## src/rtl/core_ctrl_pkg.sv

```systemverilog
// Shared control definitions for the 16-bit core: redirect FSM states,
// default address width and jump condition codes used by the condition evaluator.
package core_ctrl_pkg;

  localparam int DEFAULT_ADDR_W = 16;

  typedef enum logic [1:0] {
    IDLE   = 2'd0,
    FLUSH  = 2'd1,
    REFILL = 2'd2
  } redirect_state_t;

  localparam logic [2:0] JUMP_B   = 3'd1;
  localparam logic [2:0] JUMP_BE  = 3'd2;
  localparam logic [2:0] JUMP_BLT = 3'd3;
  localparam logic [2:0] JUMP_BLE = 3'd4;
  localparam logic [2:0] JUMP_BNE = 3'd5;

endpackage

```

## src/rtl/branch_redirect_ctrl_sat_counter.sv

```systemverilog
// Saturating up-counter with hold; stops at all-ones instead of wrapping.
module sat_counter #(
  parameter int W = 16
) (
  input  logic         clk,
  input  logic         reset,
  input  logic         inc,
  input  logic         hold,
  output logic [W-1:0] count
);

  // count accepted increments, freezing at the maximum value
  always_ff @(posedge clk) begin
    if (reset) begin
      count <= '0;
    end else if (inc && !hold && (count != {W{1'b1}})) begin
      count <= count + W'(1);
    end else begin
      count <= count;
    end
  end

endmodule

```

## src/rtl/branch_redirect_ctrl.sv

```systemverilog
// Branch mispredict redirect controller: PC redirect pulse, timed flush of
// younger stages, refill hold-off, and a saturating mispredict counter.
module branch_redirect_ctrl
  import core_ctrl_pkg::*;
#(
  parameter int ADDR_W        = DEFAULT_ADDR_W,
  parameter int FLUSH_CYCLES  = 3,
  parameter int REFILL_CYCLES = 2,
  parameter int CNT_W         = 16
) (
  input  logic              clk,
  input  logic              reset,
  input  logic              memory_waiting,
  input  logic              branch_wb,
  input  logic              jump,
  input  logic              pred_taken_wb,
  input  logic [ADDR_W-1:0] target_wb,
  input  logic [ADDR_W-1:0] fallthru_wb,
  output logic              pc_load,
  output logic [ADDR_W-1:0] pc_load_value,
  output logic              flush_decode,
  output logic              jump_pred_busy,
  output logic [1:0]        ctrl_state,
  output logic [CNT_W-1:0]  mispredict_count
);

  localparam logic [3:0] FLUSH_INIT  = 4'(FLUSH_CYCLES - 1);
  localparam logic [3:0] REFILL_INIT = 4'(REFILL_CYCLES - 1);
  localparam logic       HAS_REFILL  = (REFILL_CYCLES != 0);

  redirect_state_t   state_r, state_nxt_s;
  logic [3:0]        cnt_r, cnt_nxt_s;
  logic              pend_r, pend_nxt_s;
  logic [ADDR_W-1:0] value_r, value_nxt_s;
  logic              flush_r, flush_nxt_s;
  logic              busy_r, busy_nxt_s;
  logic              mispredict_s;
  logic              accept_s;

  assign mispredict_s = branch_wb & (jump ^ pred_taken_wb);
  // In FLUSH the writeback slot only holds squashed bubbles, so it is not examined.
  assign accept_s     = mispredict_s & ~memory_waiting &
                        ((state_r == IDLE) | (state_r == REFILL));

  // next-state, countdown and registered-output values
  always_comb begin
    state_nxt_s = state_r;
    cnt_nxt_s   = cnt_r;
    pend_nxt_s  = pend_r;
    value_nxt_s = value_r;
    flush_nxt_s = flush_r;
    busy_nxt_s  = busy_r;
    if (memory_waiting) begin
      state_nxt_s = state_r;
    end else begin
      pend_nxt_s = 1'b0;
      case (state_r)
        IDLE, REFILL: begin
          if (accept_s) begin
            state_nxt_s = FLUSH;
            cnt_nxt_s   = FLUSH_INIT;
            pend_nxt_s  = 1'b1;
            value_nxt_s = jump ? target_wb : fallthru_wb;
            flush_nxt_s = 1'b1;
            busy_nxt_s  = 1'b1;
          end else if ((state_r == REFILL) && (cnt_r != 4'd0)) begin
            cnt_nxt_s = cnt_r - 4'd1;
          end else begin
            state_nxt_s = IDLE;
            cnt_nxt_s   = 4'd0;
            flush_nxt_s = 1'b0;
            busy_nxt_s  = 1'b0;
          end
        end
        FLUSH: begin
          if (cnt_r != 4'd0) begin
            cnt_nxt_s = cnt_r - 4'd1;
          end else if (HAS_REFILL) begin
            state_nxt_s = REFILL;
            cnt_nxt_s   = REFILL_INIT;
            flush_nxt_s = 1'b0;
            busy_nxt_s  = 1'b1;
          end else begin
            state_nxt_s = IDLE;
            cnt_nxt_s   = 4'd0;
            flush_nxt_s = 1'b0;
            busy_nxt_s  = 1'b0;
          end
        end
        default: begin
          state_nxt_s = IDLE;
          cnt_nxt_s   = 4'd0;
          flush_nxt_s = 1'b0;
          busy_nxt_s  = 1'b0;
        end
      endcase
    end
  end

  // state and output registers
  always_ff @(posedge clk) begin
    if (reset) begin
      state_r <= IDLE;
      cnt_r   <= 4'd0;
      pend_r  <= 1'b0;
      value_r <= '0;
      flush_r <= 1'b0;
      busy_r  <= 1'b0;
    end else begin
      state_r <= state_nxt_s;
      cnt_r   <= cnt_nxt_s;
      pend_r  <= pend_nxt_s;
      value_r <= value_nxt_s;
      flush_r <= flush_nxt_s;
      busy_r  <= busy_nxt_s;
    end
  end

  // A stall must neither fire nor stretch the redirect pulse.
  assign pc_load        = pend_r & ~memory_waiting;
  assign pc_load_value  = value_r;
  assign flush_decode   = flush_r;
  assign jump_pred_busy = busy_r;
  assign ctrl_state     = state_r;

  sat_counter #(.W(CNT_W)) u_mispredict_cnt (
    .clk   (clk),
    .reset (reset),
    .inc   (accept_s),
    .hold  (memory_waiting),
    .count (mispredict_count)
  );

endmodule

```

## config.mk

```make
export PLATFORM = sky130hd
export DESIGN_NAME = branch_redirect_ctrl
export DESIGN_NICKNAME = d
export VERILOG_FILES = /design/src/rtl/core_ctrl_pkg.sv /design/src/rtl/branch_redirect_ctrl_sat_counter.sv /design/src/rtl/branch_redirect_ctrl.sv
export SDC_FILE = /design/constraint.sdc
export NUM_CORES = 1
export LEC_CHECK = 0
export ABC_AREA = 0
export BUFFER_PORTS_ARGS = -buffer_cell sky130_fd_sc_hd__buf_2
export CAP_MARGIN = 40
export CORE_ASPECT_RATIO = 0.6
export CORE_UTILIZATION = 43
export DETAILED_ROUTE_END_ITERATION = 10
export PLACE_DENSITY = 0.75
export SETUP_SLACK_MARGIN = 0.5
export SYNTH_ARGS = -nofsm -noshare
export SYNTH_HDL_FRONTEND = slang
export SYNTH_SLANG_ARGS = --single-unit
```

## constraint.sdc

```tcl
create_clock -name clk -period 4.58 [get_ports clk]
set_clock_uncertainty 0.1 [all_clocks]
set_input_delay 0.916 -clock clk [delete_from_list [all_inputs] [get_ports clk]]
set_output_delay 0.916 -clock clk [all_outputs]
set_load 0.03 [all_outputs]
```

==> results.yml, run 1 <==
critical_path:
  crit_type: "in2reg"
  cp_slowest_cell: "buf_2"
  crit_required_ns: 4.66
  cp-start-kind: "input pin"
  path_cells: "buf_2, xnor2_1, nor4_4, and4_1, mux2_2"
  end_kind: "flop"
  crit_path_max_fanout: 18
  crit_path_max_incr_delay_ns: 0.46
  cp.arrival_ns: 2.65
routing:
  drtIter0Drc: 77
  drc: 0
  via_count: 2097
  drt_wl_total_um: 5150
  dr.pass1.iters: 4
  ant_nets: 0
  wl_per_cell_um: 13.7
  viasPerCell: 5.56
synthesis:
  syn_area_um2: 2170
  synth_cells: 246
  syn_avg_cell_area_um2: 8.82
  yosysWarnings: 0
  ys_seq_area_frac: 0.378
  ys_types: 43
  ys_seq_elements: 41
  synth_top_area_share: 0.378
  synth_area_leader_cell: "dfxtp_1"
  syn_nets: 287
  synth_area_leaders: "dfxtp_1 38%, a211oi_1 8.0%, mux2i_1 7.8%"
placement:
  port_buffers: 74
  place_ws_ns: 1.74
  gp_congestion: 0.840
  placed_cell_area_um2: 2560
  place_hpwl_um: 3700
grt:
  gr-usage-all-layers: 0.201
  antenna_found_initial: 0
  grt_pass1_vias: 1870
  grt_pass1_wl_um: 8450
  grt-ovfl-total: 0
  grt_max_degree: 47
clock_network:
  cts_tree: "done"
  clkSinkCount: 41
  clock_latency_ns: 0.30
  clockRootBuffer: "clkbuf_8"
  htree_num_levels: 2
  post_cts_resized: 0
  cts_setup_buffers: 0
  cts_inserted_buffers: 5
  clock_path_buffers: 2
  holdBufCountCts: 0
  clk_pin_slew_ns: 0.07
timing:
  rsz0062_at_grt: "no"
  fin_ws_ns: 2.02
  fmax_mhz: 390
  period_minus_slack_ns: 2.56
  worst_pin_slew_ns: 0.827
  setup_tns_ns: 0
  drv_slew: 0
  finalHoldViolations: 0
  relSlewSlack: 0.448
  setup_viol: 0
  period_share: 0.560
floorplanning:
  die_x_um: 93.7
  die-height_um: 57.0
  initial_utilization: 0.461
  num_rows: 19
  io_pins: 75
  core_region_area_um2: 4710
  die-area_um2: 5340
final_layout:
  diodes: 0
  n_fill_cell: 448
  fin_nets: 354
  final_area_um2: 2680
  drive_gt1_frac: 0.303
  final_util: 0.569
  area_growth_pct: 23.4
pwr:
  power_leakage_nw: 1.09
  power_density_nw_per_um2: 296
  ir_drop_mv: 0.147
hold_path:
  worstHoldPathType: "reg2reg"
run_status:
  status: "complete, no violations"
flow_run:
  max-cap-violations: 0
==> placed cells by master (no fill, tap or decap), types with 2 or more instances in the layout <==
cell type	instances
buf_2	74
dfxtp_1	41
nor2_1	29
a211oi_1	23
mux2i_1	17
a21oi_1	16
nand2_1	11
nand3_1	9
nor2b_1	7
inv_1	6
o31ai_1	6
o21ai_0	5
nor3_1	5
nand4_1	5
or4_1	5
clkbuf_8	5
or3_1	4
a31oi_1	4
mux2_2	4
nand2b_1	3
a21o_1	3
and4_1	3
ha_1	3
xnor2_1	2
a211o_1	2
a311oi_1	2
==> synthesized netlist by cell type (all sizes together) <==
master	instances
a2111oi	1
a211o	2
a211oi	23
a21o	3
a21oi	16
a311oi	2
a31oi	4
and2	1
and3	1
and4	3
buf	5
clkbuf	10
dfxtp	41
ha	3
inv	6
mux2	4
mux2i	17
nand2	11
nand2b	3
nand3	9
nand4	7
nand4b	1
nor2	30
nor2b	7
nor3	5
nor3b	2
nor4	3
o211ai	1
o21ai	5
o31ai	6
or3	4
or3b	2
or4	5
xnor2	2
xor2	1
==> metrics by stage <==
step	std cells	total power [mW]	hold WS [ns]
2_1_floorplan	246	0.471	0.341
3_3_place_gp	369	0.506	0.350
3_5_place_dp	369	0.509	0.383
4_1_cts	377	0.803	0.396
5_1_grt	377	0.832	0.418
6_report	377	0.793	0.392
==> worst max-delay path: cells and delay by family <==
kind          cells  cell delay, ns
xor+xnor          1            0.24
simple gates      2            0.70
buf+inv           1            0.46
mux               1            0.32
==> logic make-up (layout without fill, tap and decap cells) <==
kind of cell,after synthesis,after routing,synth area share
flops,41,41,0.378
mux,21,21,0.0992
fa+ha+maj,3,3,0.0173
xor+xnor,3,3,0.0208
compound gates,63,63,0.194
simple gates,94,94,0.250
buf+inv,21,89,0.0404
==> worst paths after layout <==
path | from | end | slack (ns) | cells past startpoint
worst max register to register | u_mispredict_cnt.count[2] | u_mispredict_cnt.count[7] | 2.49 | 4
worst min-delay path | pend_r | pend_r | 0.39 | 2
worst max-delay path | jump | u_mispredict_cnt.count[11] | 2.02 | 5
worst min register to register | pend_r | pend_r | 0.39 | 2
==> routing by layer <==
| layer | share of wire | track usage |
|---|---|---|
| met1 | 0.50 | 0.271 |
| met2 | 0.41 | 0.309 |
| met3 | 0.088 | 0.0680 |
| met4 | 0.0072 | 0.0549 |
| met5 | 0 | 0 |
==> where the power goes <==
part	switching, mW	total, mW	internal (mW)
clock network	0.130	0.293	0.163
logic	0.0754	0.121	0.0460
registers	0.00940	0.379	0.369
==> area by class of cell <==
class,count,area (µm²),share of cell area
multi-input combinational,184,1260,0.471
sequential,41,821,0.307
timing repair buffer,75,378,0.141
tap,63,78.8,0.0295
clock buffer,5,68.8,0.0257
clock inverter,3,46.3,0.0173
inverter,6,22.5,0.00842
==> state kept, by name, indices dropped and copies added, names as in the netlist <==
signal / cells
pend_r: 1
ctrl_state: 2
pc_load_value: 16
jump_pred_busy: 1
flush_decode: 1
cnt_r: 4
u_mispredict_cnt.count: 16
No activity file was read; power rests on OpenSTA's default activity.
==> inputs of run 2 (changes only) <==
--- a/config.mk
+++ b/config.mk
@@ -5,7 +5,7 @@
 export SDC_FILE = /design/constraint.sdc
 export NUM_CORES = 1
 export LEC_CHECK = 0
-export ABC_AREA = 0
+export ABC_AREA = 1
 export BUFFER_PORTS_ARGS = -buffer_cell sky130_fd_sc_hd__buf_2
 export CAP_MARGIN = 40
 export CORE_ASPECT_RATIO = 0.6
==> constraint.sdc (replaced) <==
create_clock -name clk -period 2.6 [get_ports clk]
set_clock_uncertainty 0.1 [all_clocks]
set_input_delay 0.52 -clock clk [delete_from_list [all_inputs] [get_ports clk]]
set_output_delay 0.52 -clock clk [all_outputs]
set_load 0.03 [all_outputs]
==> run 2 against run 1 <==
Global-route usage rose by 0.42 points. Synthesized area rose by 0.23%. Wire length rose by 1.4%. Critical path depth rose by 4. First-iteration DRC count rose by 3.9%. Via count rose by 4.3%. Register-to-register slack got worse by 1.7 ns. Critical path type unchanged. Critical endpoint is now pc_load_value[13].
==> results.yml, run 2 <==
final_layout:
  mostFrequentLayoutCells: "104 x nand2_1, 74 x buf_2, 41 x dfxtp_1"
  diodes: 0
  stdcell_count: 440
  final_common_cell: "nand2_1"
  area_growth_pct: 23.5
  drive_gt1_frac: 0.263
  final_area_um2: 2690
  fin_nets: 417
clock_network:
  post_cts_resized: 0
  cts_tree: "done"
  holdBufCountCts: 0
  clock_latency_ns: 0.30
  clockRootBuffer: "clkbuf_8"
  cts_setup_buffers: 0
  clock_path_buffers: 2
  cts_inserted_buffers: 5
  htree_num_levels: 2
  clk_pin_slew_ns: 0.08
  clkSinkCount: 41
timing:
  drv_slew: 0
  rsz0062_at_grt: "no"
  setup_viol: 0
  fmax_mhz: 536
  period_minus_slack_ns: 1.87
  finalHoldViolations: 0
  period_share: 0.718
  worst_pin_slew_ns: 0.695
  setup_tns_ns: 0
  relSlewSlack: 0.536
placement:
  placed_cell_area_um2: 2560
  port_buffers: 74
  place_inst: 432
  gp_congestion: 0.830
  place_hpwl_um: 3820
synthesis:
  synth-main-ff-cell: "dfxtp_1"
  syn_nets: 347
  synth_area_leader_cell: "dfxtp_1"
  postSynth.asyncResetShare: 0
  synth_top_area_share: 0.377
  yosysWarnings: 0
  ys_seq_area_frac: 0.377
  synth_enable_flop_cells: 0
  synth_area_leaders: "dfxtp_1 38%, nand2_1 18%, o211a_1 7.4%"
  synthMostInstantiatedCell: "nand2_1"
  ys_seq_elements: 41
  synth_common_cells: "104 x nand2_1, 41 x dfxtp_1, 31 x nand3_1, 28 x nor2_1, 21 x inv_1"
  ys_types: 26
  synth_cells: 306
  syn_area_um2: 2170
  syn_avg_cell_area_um2: 7.11
pwr:
  power_density_nw_per_um2: 514
  p_sw_frac: 0.260
  clkPwrFrac: 0.396
  power_frac_comb: 0.127
  p_total_mw: 1.38
  ir_drop_mv: 0.349
  power_frac_seq: 0.477
  power_leakage_nw: 1.35
  power_switching_mw: 0.358
  p_int_mw: 1.02
critical_path:
  crit_path_max_incr_delay_ns: 0.31
  path_delay_family: "buffers and inverters"
  cp.arrival_ns: 1.96
  crit_required_ns: 2.69
  crit_path_max_fanout: 32
  critical_path_buf_inv_count: 4
  cp_slowest_cell: "buf_4"
  path_cells: "buf_2, inv_4, nand2_1, nand2_2, nand3_4, inv_2, buf_4, nand3_1, o211a_1"
  crit_type: "in2reg"
  cp-start-kind: "input pin"
  end_kind: "flop"
routing:
  dr.pass1.iters: 4
  drt_wl_total_um: 5230
  drtIter0Drc: 80
  wl_per_cell_um: 11.9
  via_count: 2187
  ant_nets: 0
  viasPerCell: 4.97
  drc: 0
grt:
  grt_pass1_vias: 2002
  gr-usage-all-layers: 0.205
  grt-ovfl-total: 0
  grt_max_degree: 33
  grt_pass1_wl_um: 8810
  antenna_found_initial: 0
run_status:
  status: "complete, no violations"
floorplanning:
  die_x_um: 93.8
  die-height_um: 57.1
  num_rows: 19
  io_pins: 75
  initial_utilization: 0.462
  core_region_area_um2: 4710
  die-area_um2: 5350
flow_run:
  max-cap-violations: 0
hold_path:
  worstHoldPathType: "reg2reg"
-- run 2: final timing paths --
| path | start | endpoint | slack (ns) | cells after the start |
|---|---|---|---|---|
| setup / recovery | jump | pc_load_value[13] | 0.73 | 9 |
| setup reg to reg | u_mispredict_cnt.count[0] | u_mispredict_cnt.count[2] | 0.78 | 7 |
| hold reg to reg | flush_decode | flush_decode | 0.36 | 2 |
| hold / removal | flush_decode | flush_decode | 0.36 | 2 |
-- run 2: cell type report --
| type | instances | area, µm² |
|---|---|---|
| fillers | 444 | 2020 |
| multi-input cells | 229 | 1190 |
| flip-flops and latches | 41 | 821 |
| repair buffers | 76 | 385 |
| inverters | 23 | 88.8 |
| clock buffers | 6 | 82.6 |
| well taps | 63 | 78.8 |
| clock inverters | 2 | 37.5 |
-- run 2: worst reg2reg max path, cell delays in order, from the launching register on --
cell and delay (ns):
dfxtp_1 0.40, ha_1 0.23, nand2_1 0.07, nor2_1 0.19, nand2_2 0.16, o21ai_4 0.36
nand2_1 0.11, a21oi_2 0.13
-- run 2: power groups by stage --
stage | combinational, mW | clock, mW | sequential [mW]
after floorplan | 0.0864 | 0 | 0.704
after global placement | 0.172 | 0 | 0.671
after detailed placement | 0.176 | 0 | 0.672
after CTS | 0.176 | 0.552 | 0.657
after global routing | 0.194 | 0.584 | 0.660
final | 0.175 | 0.547 | 0.658
-- run 2: stage by stage --
stage	hold slack [ns]	utilization	setup WS [ns]
2_1_floorplan	0.344	-	0.774
4_1_cts	0.364	0.569	0.647
5_1_grt	0.394	0.571	0.576
3_3_place_gp	0.352	0.544	0.507
3_5_place_dp	0.352	0.544	0.446
6_report	0.363	0.571	0.734
-- run 2: per-layer routing --
layer / vias up / wire length (µm) / GRT usage / share of wire
met5: - / 0 / 0 / 0
met4: 0 / 29 / 0.0462 / 0.0056
met3: 5 / 354 / 0.0613 / 0.068
met2: 50 / 2200 / 0.325 / 0.42
met1: 1001 / 2650 / 0.278 / 0.51
li1: 1131 / - / - / -
-- run 2: kinds of logic (layout without fill, tap and decap cells) --
| family | Yosys count | in the layout | share of synthesized area |
|---|---|---|---|
| simple gates | 174 | 174 | 0.345 |
| buf+inv | 36 | 107 | 0.0777 |
| fa+ha+maj | 3 | 3 | 0.0173 |
| flops | 41 | 41 | 0.377 |
| xor+xnor | 8 | 8 | 0.0322 |
| compound gates | 44 | 44 | 0.150 |
==> inputs of run 3 (changes only) <==
--- a/config.mk
+++ b/config.mk
@@ -11,7 +11,7 @@
 export CORE_ASPECT_RATIO = 0.6
 export CORE_UTILIZATION = 43
 export DETAILED_ROUTE_END_ITERATION = 10
-export PLACE_DENSITY = 0.75
+export PLACE_DENSITY = 0.78
 export SETUP_SLACK_MARGIN = 0.5
 export SYNTH_ARGS = -nofsm -noshare
 export SYNTH_HDL_FRONTEND = slang
==> constraint.sdc (replaced) <==
create_clock -name clk -period 1.6 [get_ports clk]
set_clock_uncertainty 0.1 [all_clocks]
set_input_delay 0.32 -clock clk [delete_from_list [all_inputs] [get_ports clk]]
set_output_delay 0.32 -clock clk [all_outputs]
set_load 0.03 [all_outputs]
==> run 3 against run 2 <==
Sequential share of layout area is 7.4 points lower. Global-route usage is 7.1 points higher. Final area is 45% higher. Non-clock buffer count is 50 higher. Final cell count is 12% higher. Register-to-register slack worse by 0.73 ns. Clock power is 33% higher. Critical endpoint is now u_mispredict_cnt.count[6]. Worst setup slack worse by 0.69 ns. First-iteration DRC count is 69% higher. Critical path depth stayed put. Worst hold slack worse by 0.10 ns. Combinational power grew to 2.6 times the previous value.
==> results.yml, run 3 (same netlist as run 2, synthesis figures left out) <==
critical_path:
  critical_path_buf_inv_count: 1
  crit_path_max_incr_delay_ns: 0.37
  cp-start-kind: "flop"
  crit_path_max_fanout: 5
  rr_startpoint: "u_mispredict_cnt.count[0]"
  path_cells: "ha_4, nand2_4, nor2_4, nand2_4, nor2_4, buf_12, nor2_4, nand2_2, a21oi_2"
  cp_slowest_cell: "dfxtp_4"
  crit_path_start: "u_mispredict_cnt.count[0]"
  crit_type: "reg2reg"
  path_delay_family: "simple AND/OR/NAND/NOR gates"
  cp.arrival_ns: 1.69
  end_kind: "flop"
  crit_top_cell: "nor2_4"
  crit_required_ns: 1.73
floorplanning:
  core_region_area_um2: 4710
  die-area_um2: 5350
  num_rows: 19
  io_pins: 75
  die_x_um: 93.8
  die-height_um: 57.1
  initial_utilization: 0.462
timing:
  hold-worst-slack_ns: 0.260
  fmax_mhz: 644
  setup_tns_ns: 0
  drv_slew: 0
  period_minus_slack_ns: 1.55
  worst_pin_slew_ns: 0.347
  rsz0062_at_grt: "yes"
  relSlewSlack: 0.768
  finalHoldViolations: 0
  setup_viol: 0
  period_share: 0.971
flow_run:
  max-cap-violations: 0
final_layout:
  area_growth_pct: 78.9
  final_area_um2: 3890
  drive_gt1_frac: 0.598
  final_common_cell: "nand2_1"
  fin_nets: 470
  diodes: 0
  mostFrequentLayoutCells: "88 x nand2_1, 50 x buf_6, 37 x buf_2"
routing:
  ant_nets: 0
  dr.pass1.iters: 4
  drc: 0
  drt_wl_total_um: 8020
  drtIter0Drc: 135
  wl_per_cell_um: 16.3
  viasPerCell: 5.30
  via_count: 2611
clock_network:
  cts_inserted_buffers: 5
  clock_latency_ns: 0.30
  clkSinkCount: 41
  clockRootBuffer: "clkbuf_8"
  htree_num_levels: 2
  cts_tree: "done"
  holdBufCountCts: 0
  clock_path_buffers: 2
  clk_pin_slew_ns: 0.09
grt:
  grt-ovfl-total: 0
  grt_pass1_vias: 2421
  grt_pass1_wl_um: 11500
  grt_max_degree: 20
  antenna_found_initial: 0
  gr-usage-all-layers: 0.276
pwr:
  power_frac_seq: 0.473
  power_density_nw_per_um2: 578
  power_switching_mw: 0.644
  p_int_mw: 1.60
  power_leakage_nw: 1.77
  clkPwrFrac: 0.324
  p_sw_frac: 0.287
  ir_drop_mv: 0.403
  p_total_mw: 2.25
  power_frac_comb: 0.203
placement:
  placed_cell_area_um2: 2760
  place_hpwl_um: 4010
  port_buffers: 74
  gp_congestion: 0.805
run_status:
  status: "complete, no violations"
hold_path:
  hold_start: "fallthru_wb[6]"
  worstHoldPathType: "in2reg"
==> run 3: power groups by stage <==
stage	Clock [mW]	Sequential [mW]	Combinational (mW)
floorplan	0	1.14	0.146
global placement	0	1.09	0.299
detailed placement	0	1.09	0.305
CTS	0.709	1.07	0.410
global route	0.778	1.07	0.485
finish	0.730	1.06	0.456
==> run 3: timing repair <==
action | 4_1_cts | 5_1_grt
gates resized for setup | 151 | 43
endpoints found under the setup margin | 77 | 77
pin swaps | 23 | 27
gates cloned | 6 | 1
buffers inserted | 24 | 8
==> run 3: worst register-to-register path, delay by kind of cell, from the launching register on <==
kind            cells  cell delay [ns]
buf+inv             1             0.14
fa+ha+maj           1             0.17
simple gates        6             0.54
compound gates      1             0.16
flops               1             0.37
==> run 3: cell type report <==
cell class,count,area [µm²]
flip-flops and latches,41,900
inverters,23,104
fillers,270,817
repair buffers,126,1170
well taps,63,78.8
clock buffers,8,90.1
multi-input cells,232,1550
==> run 3: routing by layer <==
layer / track usage / up-vias / share of wire
met5: 0 / - / 0
met2: 0.465 / 112 / 0.49
met1: 0.359 / 1226 / 0.42
li1: - / 1254 / -
met4: 0.0725 / 0 / 0.020
met3: 0.0640 / 19 / 0.073
==> run 3: final timing paths <==
check                              endpoint  slack, ns  depth (start not counted)
setup / recovery  u_mispredict_cnt.count[6]       0.05                          9
hold / removal             pc_load_value[6]       0.26                          4
setup reg to reg  u_mispredict_cnt.count[6]       0.05                          9
hold reg to reg                    cnt_r[1]       0.37                          2
==> run 3: through the flow <==
stage,setup WS (ns),utilization,instances
after CTS,0.124,0.772,484
after global placement,0.122,0.586,446
after detailed placement,0.0763,0.586,446
after floorplan,0.0977,-,306
final,0.0462,0.826,493
after global routing,0.0219,0.826,493
